## config.mk

```make
export PLATFORM = sky130hd
export DESIGN_NAME = idex_skid_reg
export DESIGN_NICKNAME = d
export VERILOG_FILES = /design/src/rtl/idex_skid_reg.sv
export SDC_FILE = /design/constraint.sdc
export NUM_CORES = 1
export LEC_CHECK = 0
export CORE_MARGIN = 2
export CORE_UTILIZATION = 40
export DETAILED_ROUTE_END_ITERATION = 6
export PLACE_DENSITY = 0.77
export RECOVER_POWER = 100
export SLEW_MARGIN = 20
export SYNTH_ARGS = -nofsm -noshare
export SYNTH_HDL_FRONTEND = slang
export SYNTH_SLANG_ARGS = --single-unit
```

## constraint.sdc

```tcl
create_clock -name i_clk -period 5.6 [get_ports i_clk]
set_clock_uncertainty 0.1 [all_clocks]
set_input_delay 1.4 -clock i_clk [delete_from_list [all_inputs] [get_ports i_clk]]
set_output_delay 1.4 -clock i_clk [all_outputs]
set_load 0.01 [all_outputs]
```

## src/rtl/idex_skid_reg.sv

```systemverilog
// rtl/idex_skid_reg.sv - decode-to-execute pipeline register with 2-entry skid buffer
module idex_skid_reg #(
    parameter int                 XLEN      = 32,
    parameter int                 CTRL_W    = 21,
    parameter int                 REG_AW    = 5,
    parameter logic [CTRL_W-1:0]  KILL_MASK = '0
) (
    input  logic              i_clk,
    input  logic              i_reset,
    input  logic              i_flush,
    input  logic              i_in_valid,
    output logic              o_in_ready,
    input  logic [CTRL_W-1:0] i_ctrl_d,
    input  logic [XLEN-1:0]   i_rd1_d,
    input  logic [XLEN-1:0]   i_rd2_d,
    input  logic [XLEN-1:0]   i_imm_d,
    input  logic [XLEN-1:0]   i_upimm_d,
    input  logic [XLEN-1:0]   i_pc_d,
    input  logic [XLEN-1:0]   i_pcplus4_d,
    input  logic [REG_AW-1:0] i_rs1_d,
    input  logic [REG_AW-1:0] i_rs2_d,
    input  logic [REG_AW-1:0] i_rd_d,
    output logic              o_out_valid,
    input  logic              i_out_ready,
    output logic [CTRL_W-1:0] o_ctrl_e,
    output logic [XLEN-1:0]   o_rd1_e,
    output logic [XLEN-1:0]   o_rd2_e,
    output logic [XLEN-1:0]   o_imm_e,
    output logic [XLEN-1:0]   o_upimm_e,
    output logic [XLEN-1:0]   o_pc_e,
    output logic [XLEN-1:0]   o_pcplus4_e,
    output logic [REG_AW-1:0] o_rs1_e,
    output logic [REG_AW-1:0] o_rs2_e,
    output logic [REG_AW-1:0] o_rd_e
);

    localparam int PW = CTRL_W + 6 * XLEN + 3 * REG_AW;

    // State bits are {M.valid, S.valid}; 2'b01 cannot be reached.
    localparam logic [1:0] ST_EMPTY = 2'b00;
    localparam logic [1:0] ST_ONE   = 2'b10;
    localparam logic [1:0] ST_FULL  = 2'b11;

    logic [1:0]        r_state;
    logic [1:0]        w_next_state;
    logic [PW-1:0]     r_m_pay;
    logic [PW-1:0]     r_s_pay;
    logic [PW-1:0]     w_pay_d;
    logic [CTRL_W-1:0] w_m_ctrl;
    logic              w_in_ready;
    logic              w_accept;
    logic              w_drain;
    logic              w_ld_m_in;
    logic              w_ld_m_s;
    logic              w_ld_s_in;

    assign w_pay_d = {i_ctrl_d, i_rd1_d, i_rd2_d, i_imm_d, i_upimm_d, i_pc_d,
                      i_pcplus4_d, i_rs1_d, i_rs2_d, i_rd_d};

    assign {w_m_ctrl, o_rd1_e, o_rd2_e, o_imm_e, o_upimm_e, o_pc_e,
            o_pcplus4_e, o_rs1_e, o_rs2_e, o_rd_e} = r_m_pay;

    // Ready depends only on the skid valid bit and reset, never on the consumer side.
    assign w_in_ready = !r_state[0] && !i_reset;
    assign w_accept   = i_in_valid && w_in_ready;
    assign w_drain    = r_state[1] && i_out_ready;

    // State register: valid bits of the main and skid entries.
    always_ff @(posedge i_clk) begin
        if (i_reset) begin
            r_state <= ST_EMPTY;
        end else begin
            r_state <= w_next_state;
        end
    end

    // Next-state and payload-load selection; flush overrides every transition.
    always_comb begin
        w_next_state = r_state;
        w_ld_m_in    = 1'b0;
        w_ld_m_s     = 1'b0;
        w_ld_s_in    = 1'b0;
        unique case (r_state)
            ST_EMPTY: begin
                if (w_accept) begin
                    w_next_state = ST_ONE;
                    w_ld_m_in    = 1'b1;
                end
            end
            ST_ONE: begin
                if (w_drain && w_accept) begin
                    w_ld_m_in = 1'b1;
                end else if (w_drain) begin
                    w_next_state = ST_EMPTY;
                end else if (w_accept) begin
                    w_next_state = ST_FULL;
                    w_ld_s_in    = 1'b1;
                end
            end
            ST_FULL: begin
                if (w_drain) begin
                    w_next_state = ST_ONE;
                    w_ld_m_s     = 1'b1;
                end
            end
            default: begin
                w_next_state = ST_EMPTY;
            end
        endcase
        if (i_flush) begin
            w_next_state = ST_EMPTY;
            w_ld_m_in    = 1'b0;
            w_ld_m_s     = 1'b0;
            w_ld_s_in    = 1'b0;
        end
    end

    // Payload registers change only on a load so held entries stay glitch-free.
    always_ff @(posedge i_clk) begin
        if (i_reset) begin
            r_m_pay <= '0;
            r_s_pay <= '0;
        end else begin
            if (w_ld_m_in) begin
                r_m_pay <= w_pay_d;
            end else if (w_ld_m_s) begin
                r_m_pay <= r_s_pay;
            end
            if (w_ld_s_in) begin
                r_s_pay <= w_pay_d;
            end
        end
    end

    // Handshake outputs and bubble masking of side-effecting control bits.
    always_comb begin
        o_in_ready  = w_in_ready;
        o_out_valid = r_state[1];
        o_ctrl_e    = w_m_ctrl & ~(KILL_MASK & {CTRL_W{!r_state[1]}});
    end

endmodule

```

==> impl_summary.txt <==
----------------------------------------------------
[Critical path]
  Max FO, Critical Path ... 55
  Type of origin of the critical path ... primary input
  Worst R2R Setup Slack ... 1700 ps
  Class of the most critical setup path ... in2reg
  Crit path top cell by count ... sky130_fd_sc_hd__nand2_1
  Maximum single-stage delay on the critical path ... 1650 ps
  Ordered cell list for the critical path ... dlygate4sd3_1 -> a21boi_0 -> nand2_1 -> clkbuf_1 -> nand2_1 -> a21oi_1
  Worst path required time ... 5990 ps
  Critical register-to-register path startpoint ... r_state[0]
  Family with the most delay on the worst path ... simple AND/OR/NAND/NOR gates
  Critical path arrival ... 4910 ps
  Category of the worst setup path capture point ... register
  Slowest stage cell, crit path ... sky130_fd_sc_hd__nand2_1
  FF-to-FF path depth ... 7
  Worst path bufs/invs ... 2
  End of the worst register-to-register path ... r_s_pay[127]

[Route]
  Final Routed Wirelength ... 51,700 um
  Routed vias ... 15,737
  First-pass iteration count of the detailed router ... 7
  Average vias per placed instance ... 5.21
  Number of routed nets with antenna violations ... 0
  Drt first-iter violations ... 1,114
  Detail-routed net length per standard cell ... 17.1 um
  DRC errors left ... 0

[Clocking]
  Clock-pin transition on the worst setup and hold timing paths ... 60 ps
  Count of hold buffers inserted by post-cts repair ... 0
  Insertion delay to the later sink of the worst-skew pair ... 560 ps
  Deepest level of the CTS H-tree ... 2
  Root buf cell ... sky130_fd_sc_hd__clkbuf_16
  Sink count of the clock tree ... 458
  Cts bufs inserted ... 47
  Clock Tree Buf Depth ... 3
  Number of post-CTS setup repair buffers ... 0
  Post-CTS resize count ... 0
  TritonCTS clock tree ... done

[Global route]
  Global Route Usage Sum ... 21.1%
  Overflow left after global routing ... 0
  Wire length of the first global-routing pass ... 81,600 um
  Maximum number of pins on one net before global-route repair ... 234
  Number of antenna violations at the first check in global routing ... 5
  Number of global-route vias before repair ... 15,454

[Cells and area]
  Post-route insts no fill ... 3,022
  Growth of design area from synthesis to finish ... 34.6%
  Register area ... 9170 um2
  Post-layout instance area ... 24,400 um2
  Ratio of cells with drive above 1 in the final layout ... 4.41%
  Fill cell total of the finished layout ... 3,906
  Net count of the finished layout ... 2,625
  Multi-input gate area in the final layout ... 7940 um2

[Synthesis]
  Mean instance size in the synthesized netlist ... 8.93 um2
  Netlist Area Pre-Place ... 18,100 um2
  Post-synthesis register bit count ... 458
  Post-synthesis sequential area ratio ... 50.6%
  Net count after synthesis ... 2,267
  Number of standard cells after synthesis ... 2,030
  Yosys cell types ... 28
  Yosys synthesis warning count ... 0

[Place]
  Cell area after placement ... 22,800 um2
  Dpl cells ... 2,931
  Post-place setup slack ... 1410 ps
  Global placement routability congestion ... 0.825
  Count of port buffers added during placement ... 462
  Half-perimeter wire length of the detailed placement result ... 33,400 um

[Power]
  Static leakage power ... 10.6 nW
  Power per cell area ... 299 nW/um2
  Worst IR Drop VDD ... 257 uV

[Job]
  Count of maximum capacitance violations ... 2

[Timing]
  Setup Total Neg Slack ... 0 ps
  Worst relative slew slack ... -48.4%
  Minimum clock period ... 4520 ps
  Share of the cycle needed by the critical path after routing ... 80.8%
  Maximum frequency from static timing analysis ... 221 MHz
  Slew Viols, Final ... 74
  Hold Vio Cnt, Final ... 0
  Worst-Margin Slew ... 2220 ps
  Setup repair after global routing missed its margin ... no
  Number of setup violations in the final report ... 0
  Setup ws final ... 1080 ps

[Run status]
  Outcome ... complete, but fails checks
  Failing checks ... capacitance limit, slew limit

[Die]
  Total Die Area ... 47,000 um2
  Number of cell rows ... 77
  Top-level I/O count ... 463
  Area of the placeable core ... 44,500 um2
  Effective utilization at floorplan ... 40.7%
  Overall die height ... 217 um
  Width of the die ... 217 um

[Hold path]
  Worst hold-check path type ... reg2reg
  Hold Crit Depth ... 2
  Hold path endpoint ... r_s_pay[73]
  Worst hold start ... r_s_pay[73]

----------------------------------------------------
==> per-layer routing <==
metal	up-vias	wire [um]	GRT usage (%)
met5	-	13	0
met4	2	2200	9.66
met3	117	3310	5.21
met2	456	25400	36.3
met1	7476	20700	24.8
li1	7686	-	-
==> worst register-to-register path, stage by stage, from the launching register on <==
cell                       delay [ps]
sky130_fd_sc_hd__dfxtp_1          530
sky130_fd_sc_hd__inv_1            120
sky130_fd_sc_hd__ha_1             220
sky130_fd_sc_hd__a21boi_0         190
sky130_fd_sc_hd__nand2_1         1650
sky130_fd_sc_hd__clkbuf_1         720
sky130_fd_sc_hd__nand2_1          150
sky130_fd_sc_hd__a21oi_1          160
==> cells in the final DEF, fill, tap and decap left out, types with 4 or more instances in the layout <==
cell	instances
sky130_fd_sc_hd__clkdlybuf4s50_1	231
sky130_fd_sc_hd__clkbuf_1	13
sky130_fd_sc_hd__diode_2	4
sky130_fd_sc_hd__buf_12	10
sky130_fd_sc_hd__mux2i_1	230
sky130_fd_sc_hd__a211oi_1	222
sky130_fd_sc_hd__clkinv_2	5
sky130_fd_sc_hd__nor2_1	230
sky130_fd_sc_hd__a21oi_1	228
sky130_fd_sc_hd__buf_4	10
sky130_fd_sc_hd__clkbuf_8	12
sky130_fd_sc_hd__a211oi_2	6
sky130_fd_sc_hd__dfxtp_1	458
sky130_fd_sc_hd__bufinv_16	4
sky130_fd_sc_hd__nand2_1	461
sky130_fd_sc_hd__clkbuf_16	47
sky130_fd_sc_hd__ha_1	4
sky130_fd_sc_hd__dlygate4sd3_1	230
==> Yosys cell counts (all sizes together) <==
library cell	n	share of area [%]
nor2	230	4.8
ha	4	0.28
nand2	461	9.5
and3	1	0.035
or4	1	0.041
a21oi	228	6.3
nand4b	1	0.048
o21ai	2	0.076
buf	103	3.8
nor2b	1	0.035
and2	1	0.035
clkbuf	73	1.7
nand3b	1	0.041
inv	2	0.041
or3b	1	0.048
nor4b	1	0.13
a21boi	1	0.041
a211oi	228	9.7
a2bb2oi	1	0.048
dfxtp	458	51
nand3	1	0.028
mux2i	230	13
==> layout make-up <==
cell class / count / area share (%)
timing repair buffer: 485 / 20.2
clock inverter: 16 / 0.903
multi-input combinational: 1394 / 32.5
inverter: 2 / 0.0308
antenna: 4 / 0.0410
sequential: 458 / 37.6
tap: 592 / 3.04
clock buffer: 71 / 5.68
==> worst max-delay path by stage <==
stage	endpoint	slack, ps	depth (start not counted)	startpoint
final	r_s_pay[127]	1080	6	i_out_ready
after global routing	r_s_pay[100]	760	6	i_out_ready
after CTS	o_in_ready	1410	3	i_reset
after detailed placement	r_m_pay[144]	1410	5	i_flush
after global placement	o_in_ready	1430	3	i_reset
after floorplan	o_in_ready	1890	4	i_reset
==> report_power, final <==
| part | switching (mW) | internal, mW | leakage (nW) |
|---|---|---|---|
| logic | 0.323 | 0.354 | 6.07 |
| clock network | 1.30 | 1.90 | 0.780 |
| registers | 0.0521 | 3.36 | 3.72 |
==> kinds of logic after synthesis <==
logic type      share of synthesized area (%)
flops                                    50.6
mux                                      12.7
buf+inv                                  5.48
fa+ha+maj                               0.276
compound gates                           16.2
simple gates                             14.8
==> stage by stage <==
stage | power [mW] | hold slack [ps] | util, %
after floorplan | 3.76 | 336 | -
after global placement | 4.17 | 341 | 51.3
after detailed placement | 4.20 | 346 | 51.3
after CTS | 7.40 | 353 | 54.9
after global routing | 7.56 | 368 | 54.8
final | 7.29 | 351 | 54.8
==> flip-flops by register name, indices dropped and copies added, names as in the netlist <==
register,count
r_m_pay,228
r_s_pay,228
r_state,2
Note: power is estimated with default switching activity, not from simulation.
